`config.mk`:
```
export PLATFORM = sky130hd
export DESIGN_NAME = ysyx_220053_mem_arbiter
export DESIGN_NICKNAME = d
export VERILOG_FILES = /design/src/rtl/ysyx_220053_mem_arbiter.sv
export SDC_FILE = /design/constraint.sdc
export NUM_CORES = 1
export LEC_CHECK = 0
export BUFFER_PORTS_ARGS = -buffer_cell sky130_fd_sc_hd__buf_2
export CORE_AREA = 2 2 214 216
export CTS_CLUSTER_DIAMETER = 100
export DETAILED_ROUTE_END_ITERATION = 16
export DIE_AREA = 0 0 216 218
export PLACE_DENSITY = 0.47
export SKIP_LAST_GASP = 1
export SYNTH_ARGS = -nofsm -noshare
export SYNTH_HDL_FRONTEND = slang
export SYNTH_SLANG_ARGS = --single-unit
export TNS_END_PERCENT = 100
```
`constraint.sdc`:
```
create_clock -name clk -period 2.5 [get_ports clk]
set_input_delay 0.25 -clock clk [delete_from_list [all_inputs] [get_ports clk]]
set_output_delay 0.25 -clock clk [all_outputs]
set_load 0.05 [all_outputs]
```
`src/rtl/ysyx_220053_mem_arbiter.sv`:
```
// Two-port (IFU fetch / LSU) arbiter onto a single memory port, one transaction in flight, with a WAIT watchdog.
// Define YSYX_220053_ARB_RR_EN for round-robin grant; default is fixed priority with D beating I.
module ysyx_220053_mem_arbiter #(
  parameter int AW      = 64,
  parameter int DW      = 64,
  parameter int TIMEOUT = 255
) (
  input  logic            clk,
  input  logic            rst,
  input  logic            i_req_valid,
  output logic            i_req_ready,
  input  logic [AW-1:0]   i_addr,
  output logic            i_resp_valid,
  output logic [DW-1:0]   i_rdata,
  output logic            i_err,
  input  logic            d_req_valid,
  output logic            d_req_ready,
  input  logic [AW-1:0]   d_addr,
  input  logic            d_wen,
  input  logic [DW-1:0]   d_wdata,
  input  logic [DW/8-1:0] d_wmask,
  output logic            d_resp_valid,
  output logic [DW-1:0]   d_rdata,
  output logic            d_err,
  output logic            mem_req_valid,
  input  logic            mem_req_ready,
  output logic [AW-1:0]   mem_addr,
  output logic            mem_wen,
  output logic [DW-1:0]   mem_wdata,
  output logic [DW/8-1:0] mem_wmask,
  input  logic            mem_resp_valid,
  input  logic [DW-1:0]   mem_rdata
);

  localparam int WDW = (TIMEOUT > 0) ? $clog2(TIMEOUT + 1) : 1;
  localparam logic [WDW-1:0] TO_CNT = WDW'(TIMEOUT);

  typedef enum logic [1:0] {S_IDLE, S_REQ, S_WAIT, S_RESP} state_e;

  state_e            state_q;
  logic              owner_q;
  logic              mem_req_valid_q;
  logic [AW-1:0]     mem_addr_q;
  logic              mem_wen_q;
  logic [DW-1:0]     mem_wdata_q;
  logic [DW/8-1:0]   mem_wmask_q;
  logic [WDW-1:0]    wdog_q;
  logic              i_resp_valid_q, d_resp_valid_q;
  logic [DW-1:0]     i_rdata_q, d_rdata_q;
  logic              i_err_q, d_err_q;

  logic              idle, d_wins, i_grant, d_grant;
  logic [WDW-1:0]    wdog_inc;
  logic              timed_out, resp_err;
  logic [DW-1:0]     resp_rdata;

  // Readys are gated by rst so every output is quiet while reset is held.
  assign idle = rst && (state_q == S_IDLE);

`ifdef YSYX_220053_ARB_RR_EN
  logic rr_q;  // 1 = D has priority on a tie
  assign d_wins = d_req_valid && (!i_req_valid || rr_q);
  always_ff @(posedge clk or negedge rst) begin
    if (!rst) begin
      rr_q <= 1'b1;
    end else if (i_grant || d_grant) begin
      rr_q <= i_grant;
    end
  end
`else
  assign d_wins = d_req_valid;
`endif

  assign d_grant     = idle && d_wins;
  assign i_grant     = idle && i_req_valid && !d_wins;
  assign d_req_ready = d_grant;
  assign i_req_ready = i_grant;

  assign wdog_inc   = wdog_q + 1'b1;
  assign timed_out  = (TIMEOUT != 0) && (wdog_inc == TO_CNT);
  // A real response beats a timeout landing in the same cycle.
  assign resp_err   = !mem_resp_valid;
  assign resp_rdata = (mem_resp_valid && !mem_wen_q) ? mem_rdata : '0;

  always_ff @(posedge clk or negedge rst) begin
    if (!rst) begin
      state_q         <= S_IDLE;
      owner_q         <= 1'b0;
      mem_req_valid_q <= 1'b0;
      mem_addr_q      <= '0;
      mem_wen_q       <= 1'b0;
      mem_wdata_q     <= '0;
      mem_wmask_q     <= '0;
      wdog_q          <= '0;
      i_resp_valid_q  <= 1'b0;
      i_rdata_q       <= '0;
      i_err_q         <= 1'b0;
      d_resp_valid_q  <= 1'b0;
      d_rdata_q       <= '0;
      d_err_q         <= 1'b0;
    end else begin
      i_resp_valid_q <= 1'b0;
      i_rdata_q      <= '0;
      i_err_q        <= 1'b0;
      d_resp_valid_q <= 1'b0;
      d_rdata_q      <= '0;
      d_err_q        <= 1'b0;
      unique case (state_q)
        S_IDLE: begin
          if (d_grant) begin
            owner_q         <= 1'b1;
            mem_addr_q      <= d_addr;
            mem_wen_q       <= d_wen;
            mem_wdata_q     <= d_wdata;
            mem_wmask_q     <= d_wmask;
            mem_req_valid_q <= 1'b1;
            state_q         <= S_REQ;
          end else if (i_grant) begin
            owner_q         <= 1'b0;
            mem_addr_q      <= i_addr;
            mem_wen_q       <= 1'b0;
            mem_wdata_q     <= '0;
            mem_wmask_q     <= '0;
            mem_req_valid_q <= 1'b1;
            state_q         <= S_REQ;
          end
        end
        S_REQ: begin
          if (mem_req_ready) begin
            mem_req_valid_q <= 1'b0;
            wdog_q          <= '0;
            state_q         <= S_WAIT;
          end
        end
        S_WAIT: begin
          if (mem_resp_valid || timed_out) begin
            state_q <= S_RESP;
            if (owner_q) begin
              d_resp_valid_q <= 1'b1;
              d_rdata_q      <= resp_rdata;
              d_err_q        <= resp_err;
            end else begin
              i_resp_valid_q <= 1'b1;
              i_rdata_q      <= resp_rdata;
              i_err_q        <= resp_err;
            end
          end else begin
            wdog_q <= wdog_inc;
          end
        end
        S_RESP: state_q <= S_IDLE;
        default: state_q <= S_IDLE;
      endcase
    end
  end

  assign mem_req_valid = mem_req_valid_q;
  assign mem_addr      = mem_addr_q;
  assign mem_wen       = mem_wen_q;
  assign mem_wdata     = mem_wdata_q;
  assign mem_wmask     = mem_wmask_q;
  assign i_resp_valid  = i_resp_valid_q;
  assign i_rdata       = i_rdata_q;
  assign i_err         = i_err_q;
  assign d_resp_valid  = d_resp_valid_q;
  assign d_rdata       = d_rdata_q;
  assign d_err         = d_err_q;

endmodule

```
After elaboration in Yosys (flattened, before gate mapping)
Cells that the tools add are included.
- bitwise gates (word level): 0
- shifts and indexed selects: 0
- order comparisons: 0
- eq/ne operators: 8
- add/sub/neg operators: 1
- muxes and demuxes: 40
- reduce and logical (&&, ||, !) cells: 17
- multiply operators: 0
- divide/modulo/power cells: 0
- operator list (cell ; count):
    $mux 64 ; 11
    $mux 8 ; 4
    $mux 1 ; 18
    $pmux 8 s2 ; 1
    $reduce_and 3->1 ; 3
    $add 8x1->8 const B ; 1
    $eq 8x8->1 const B ; 1
    $mux 2 ; 4
    $pmux 2 s4 ; 1
    $ne 2x2->1 const B ; 3
    $reduce_bool 2->1 ; 3
    $logic_and 1x1->1 ; 5
    $eq 2x2->1 const B ; 2
    $logic_not 1->1 ; 3
    $ne 3x3->1 const B ; 1
    $eq 2x1->1 const B ; 1
    $logic_not 2->1 ; 1
    $pmux 1 s2 ; 1
    $reduce_and 2->1 ; 1
    $logic_or 1x1->1 ; 1
- output and inout bits: 272
- bits in latches: 0
- logic and storage cells: 80
- bits in writable memories: 0
- ROM bits: 0
- register bits after elaboration: 281
- memories kept: 0

Logic depth before layout (Yosys ltp)
- depth after elaboration: 7
- depth in mapped cells: 9
- gate-level depth less buffers: 7

Worst setup path after synthesis
OpenSTA, ideal clock, no wires.
- path kind: register to register
- from: register state_q[1]
- to: register mem_wdata_q[55] (netlist: mem_wdata[55])
- required time: 2.433 ns
- period minus slack after synthesis: 2.132 ns
- arrival: 2.065 ns
- cell stages (with the launch flop): 8
- slack: 0.368 ns
- library setup time: 0.067 ns
- cell sequence: dfrtp_1 inv_1 ha_1 and3_1 clkbuf_1 buf_2 buf_1 a22o_1
- RTL lines (element ; line ; source):
    from (decl) ; 40 ; state_e state_q;
    from (signal assigned) ; 87 ; state_q <= S_IDLE;
    from (signal assigned) ; 117 ; state_q <= S_REQ;
    from (signal assigned) ; 125 ; state_q <= S_REQ;
    $logic_not 2->1 (*) ; 58 ; assign idle = rst && (state_q == S_IDLE);
    $logic_and 1x1->1 (*) ; 58 ;
    $logic_and 1x1->1 (*) ; 74 ; assign d_grant = idle && d_wins;
    via d_req_ready ; 17 ; output logic d_req_ready,
    $reduce_bool 2->1 (no line) ; - ;
    $reduce_and 2->1 (no line) ; - ;
    to (signal assigned) ; 114 ; mem_wdata_q <= d_wdata;
    to (decl) ; 45 ; logic [DW-1:0] mem_wdata_q;
Mark *: on every way through the listed nets, which the timed path passes. The rest lies on a longest branch.
A chain may end at the register's enable or synchronous reset.

Worst setup path in the final report
- from: register state_q[1]
- to: register mem_addr_q[2] (netlist: mem_addr[2])
- longest elaborated chain between the ends: 6
- RTL lines (element ; line ; source):
    $logic_not 2->1 (*) ; 58, 108 ;
    $logic_and 1x1->1 ; 58 ;
    $logic_and 1x1->1 (2 in series) ; 75 ; assign i_grant = idle && i_req_valid && !d_wins;
    $reduce_bool 2->1 (no line) ; - ;
    $reduce_and 2->1 (no line) ; - ;
    to (signal assigned) ; 112 ; mem_addr_q <= d_addr;
    to (signal assigned) ; 120 ; mem_addr_q <= i_addr;
    to (decl) ; 43 ; logic [AW-1:0] mem_addr_q;
Every way passes the cells marked *; elsewhere a longest branch is shown, timed or not.

==> impl_metrics.yaml <==
timing:
  worst_slack_ps: 159
  worstMarginPinSlew_ps: 846
  max_freq_mhz: 427
  finalCriticalPeriod_ps: 2340
  rsz0062_at_grt: "false"
  fin_crit_sh: 0.937
  slew_headroom: 0.436
  final.setup.tns_ps: 0
  clock_skew_ps: 14.3
  drv_slew: 0
  hold_viol: 0
  setup_violations: 0
die:
  coreArea_mm2: 0.0449
  start_util: 0.237
  die_x_um: 216
  num_rows: 78
  fp.dieH_um: 218
  die_area_mm2: 0.0471
  ios: 543
worst_setup_path:
  critPathSlowestCell: "dlygate4sd3_1"
  cp.required_ps: 2900
  startpoint_type: "flip-flop"
  cp-end-kind: "flip-flop"
  crit_type: "reg2reg"
  critPathBufInv: 4
  crit_family: "buffers and inverters"
  arrival_ps: 2740
  cp_cell_sequence: "inv_1, ha_4, and3_4, buf_12, buf_4, mux2i_1, dlygate4sd3_1, o21ai_0"
  critPathMaxStageDelay_ps: 560
  path_max_fanout: 27
synth:
  syn_area_per_cell_um2: 12.8
  seq_area_frac_synth: 0.662
  synth_common_cells: "281 x dfrtp_1, 127 x and3_1, 76 x nand2_1, 75 x a22o_1, 68 x o21ai_0"
  synth_area_leader_cell: "dfrtp_1"
  synthesis.area_mm2: 0.0106
  yosysTopAreaCellShare: 0.662
  synth.most_common_cell: "dfrtp_1"
  syn_nets: 1110
  yosys_register_bits: 281
  synth_ff_type: "dfrtp_1"
  yosysWarnings: 0
  async_flop_share: 1.00
  ys_types: 48
  synth_edf_count: 0
  synthTopCellsByArea: "dfrtp_1 66%, and3_1 7.5%, a22o_1 6.2%"
  netlist_instances: 833
detailed_routing:
  wl_um: 39500
  avgViaCountPerCell: 4.29
  wl_per_cell_um: 17.8
  route.detailed.drc: 0
  drtAntennaViolNets: 0
  first_pass_iters: 5
  drt_iter0_drc: 495
  vias: 9483
cells_and_area:
  fin_nets: 1856
  area_growth_pct: 64.6
  num-fill-cells: 4379
  drive_above_1_share: 0.399
  fin_area_mm2: 0.0175
clock_tree:
  numCtsBuffers: 35
  clk_latency_ps: 530
  h-tree-depth: 2
  cts-root-buf: "clkbuf_16"
  tritoncts: "built"
  clock_sinks: 281
  clk_pin_slew_worst_paths_ps: 60
  cts_buffer_depth: 3
global_routing:
  grt_antenna_before_repair: 11
  grt_overflow: 0
  grt_max_degree: 149
  grt_usage: 0.163
  grt_pass1_vias: 10000
  grt_pass1_wl_um: 59300
power:
  p_total_mw: 20.4
  total_leakage_power_nw: 9.58
  peakVddDrop_v: 0.000647
  powerDensity_mw_per_mm2: 1170
place:
  hpwl_um: 27200
  io_buffers: 542
  placed_cell_area_mm2: 0.0141
  place.gp.congestion: 0.785
  post-place-ws_ps: 402
flow_run:
  maxCapViolations: 0
outcome:
  status: "completed"
worst_hold_path:
  hold_class: "in2reg"
[cells in the final DEF, fill, tap and decap left out, types with 2 or more instances in the layout]
cell             n
buf_2          541
dfrtp_1        280
dlygate4sd3_1  213
and3_1         126
nand2_1         76
a22o_1          75
o21ai_0         68
mux2i_1         64
clkbuf_16       36
buf_4           17
buf_12           9
diode_2          7
clkbuf_1         6
clkbuf_8         6
inv_1            5
nor2_1           5
nand3_1          5
ha_1             5
bufinv_16        5
clkinv_2         5
o31ai_1          4
a21o_1           4
clkinvlp_4       4
nor2b_1          3
a21oi_1          3
and3_4           2
nand3b_1         2
and3_2           2
o211a_1          2
nand2b_1         2
a41oi_1          2
nand4_1          2
[registers in the layout, indices dropped and copies added (netlist names)]
signal	count
mem_addr	64
i_rdata	64
mem_req_valid	1
i_err	1
d_resp_valid	1
mem_wen	1
d_err	1
mem_wdata	64
i_resp_valid	1
owner_q	1
wdog_q	8
state_q	2
d_rdata	64
mem_wmask	8
[metrics by stage]
step	utilization	hold WS (ps)	instances
after CTS	0.388	0.450	2203
after global routing	0.389	1.83	2212
after floorplan	-	-45.6	833
final	0.389	26.2	2213
after detailed placement	0.314	127	1928
after global placement	0.314	125	1928
[repair_timing]
item	CTS	global route
hold endpoints to repair	257	2
resized for setup	0	2
setup buffers	1	0
pin swaps	1	0
setup endpoints to repair	1	2
hold buffers	210	3
[final cells by class]
| type | instances | area [um^2] | area share |
|---|---|---|---|
| sequential | 281 | 7030 | 0.402 |
| timing repair buffer | 781 | 5160 | 0.295 |
| multi-input combinational | 475 | 3270 | 0.187 |
| clock buffer | 48 | 1010 | 0.0575 |
| tap | 600 | 751 | 0.0429 |
| clock inverter | 16 | 230 | 0.0132 |
| inverter | 5 | 18.8 | 0.00107 |
| antenna | 7 | 17.5 | 0.00100 |
[kinds of logic after synthesis]
logic type / share of synthesized area
flops: 0.662
xor+xnor: 0.000825
compound gates: 0.117
fa+ha+maj: 0.00707
mux: 0.0603
buf+inv: 0.0323
simple gates: 0.121
[metal layers]
metal / global-route usage / vias to the layer above / part of all wire / wire length (um)
li1: - / 4468 / - / -
met1: 0.191 / 4498 / 0.40 / 15700
met2: 0.278 / 446 / 0.50 / 19500
met3: 0.0519 / 67 / 0.079 / 3140
met4: 0.0648 / 4 / 0.028 / 1090
met5: 0 / - / 0.00058 / 23
[worst reg2reg max path, cell delays in order (launching register included)]
cell and delay, ps:
dfrtp_1 380, inv_1 180, ha_4 200, and3_4 220, buf_12 200, buf_4 230
mux2i_1 170, dlygate4sd3_1 560, o21ai_0 70
[worst paths after layout]
| check | slack, ps | endpoint | from | cells after the start |
|---|---|---|---|---|
| setup / recovery | 160 | mem_addr[2] | state_q[1] | 8 |
| hold / removal | 30 | i_rdata[12] | mem_rdata[12] | 2 |
| setup reg to reg | 160 | mem_addr[2] | state_q[1] | 8 |
| hold reg to reg | 470 | mem_addr[17] | mem_addr[17] | 2 |
| max in group asynchronous | 1200 | mem_addr[36] | rst | 3 |
| min in group asynchronous | 170 | d_rdata[31] | rst | 2 |
[where the power goes]
group / internal (mW) / switching (mW) / total (mW) / leakage (nW)
Clock: 3.35 / 2.04 / 5.40 / 0.596
Sequential: 5.71 / 0.614 / 6.33 / 3.73
Combinational: 2.29 / 6.41 / 8.69 / 5.25
Note: power is estimated with default switching activity, not from simulation.
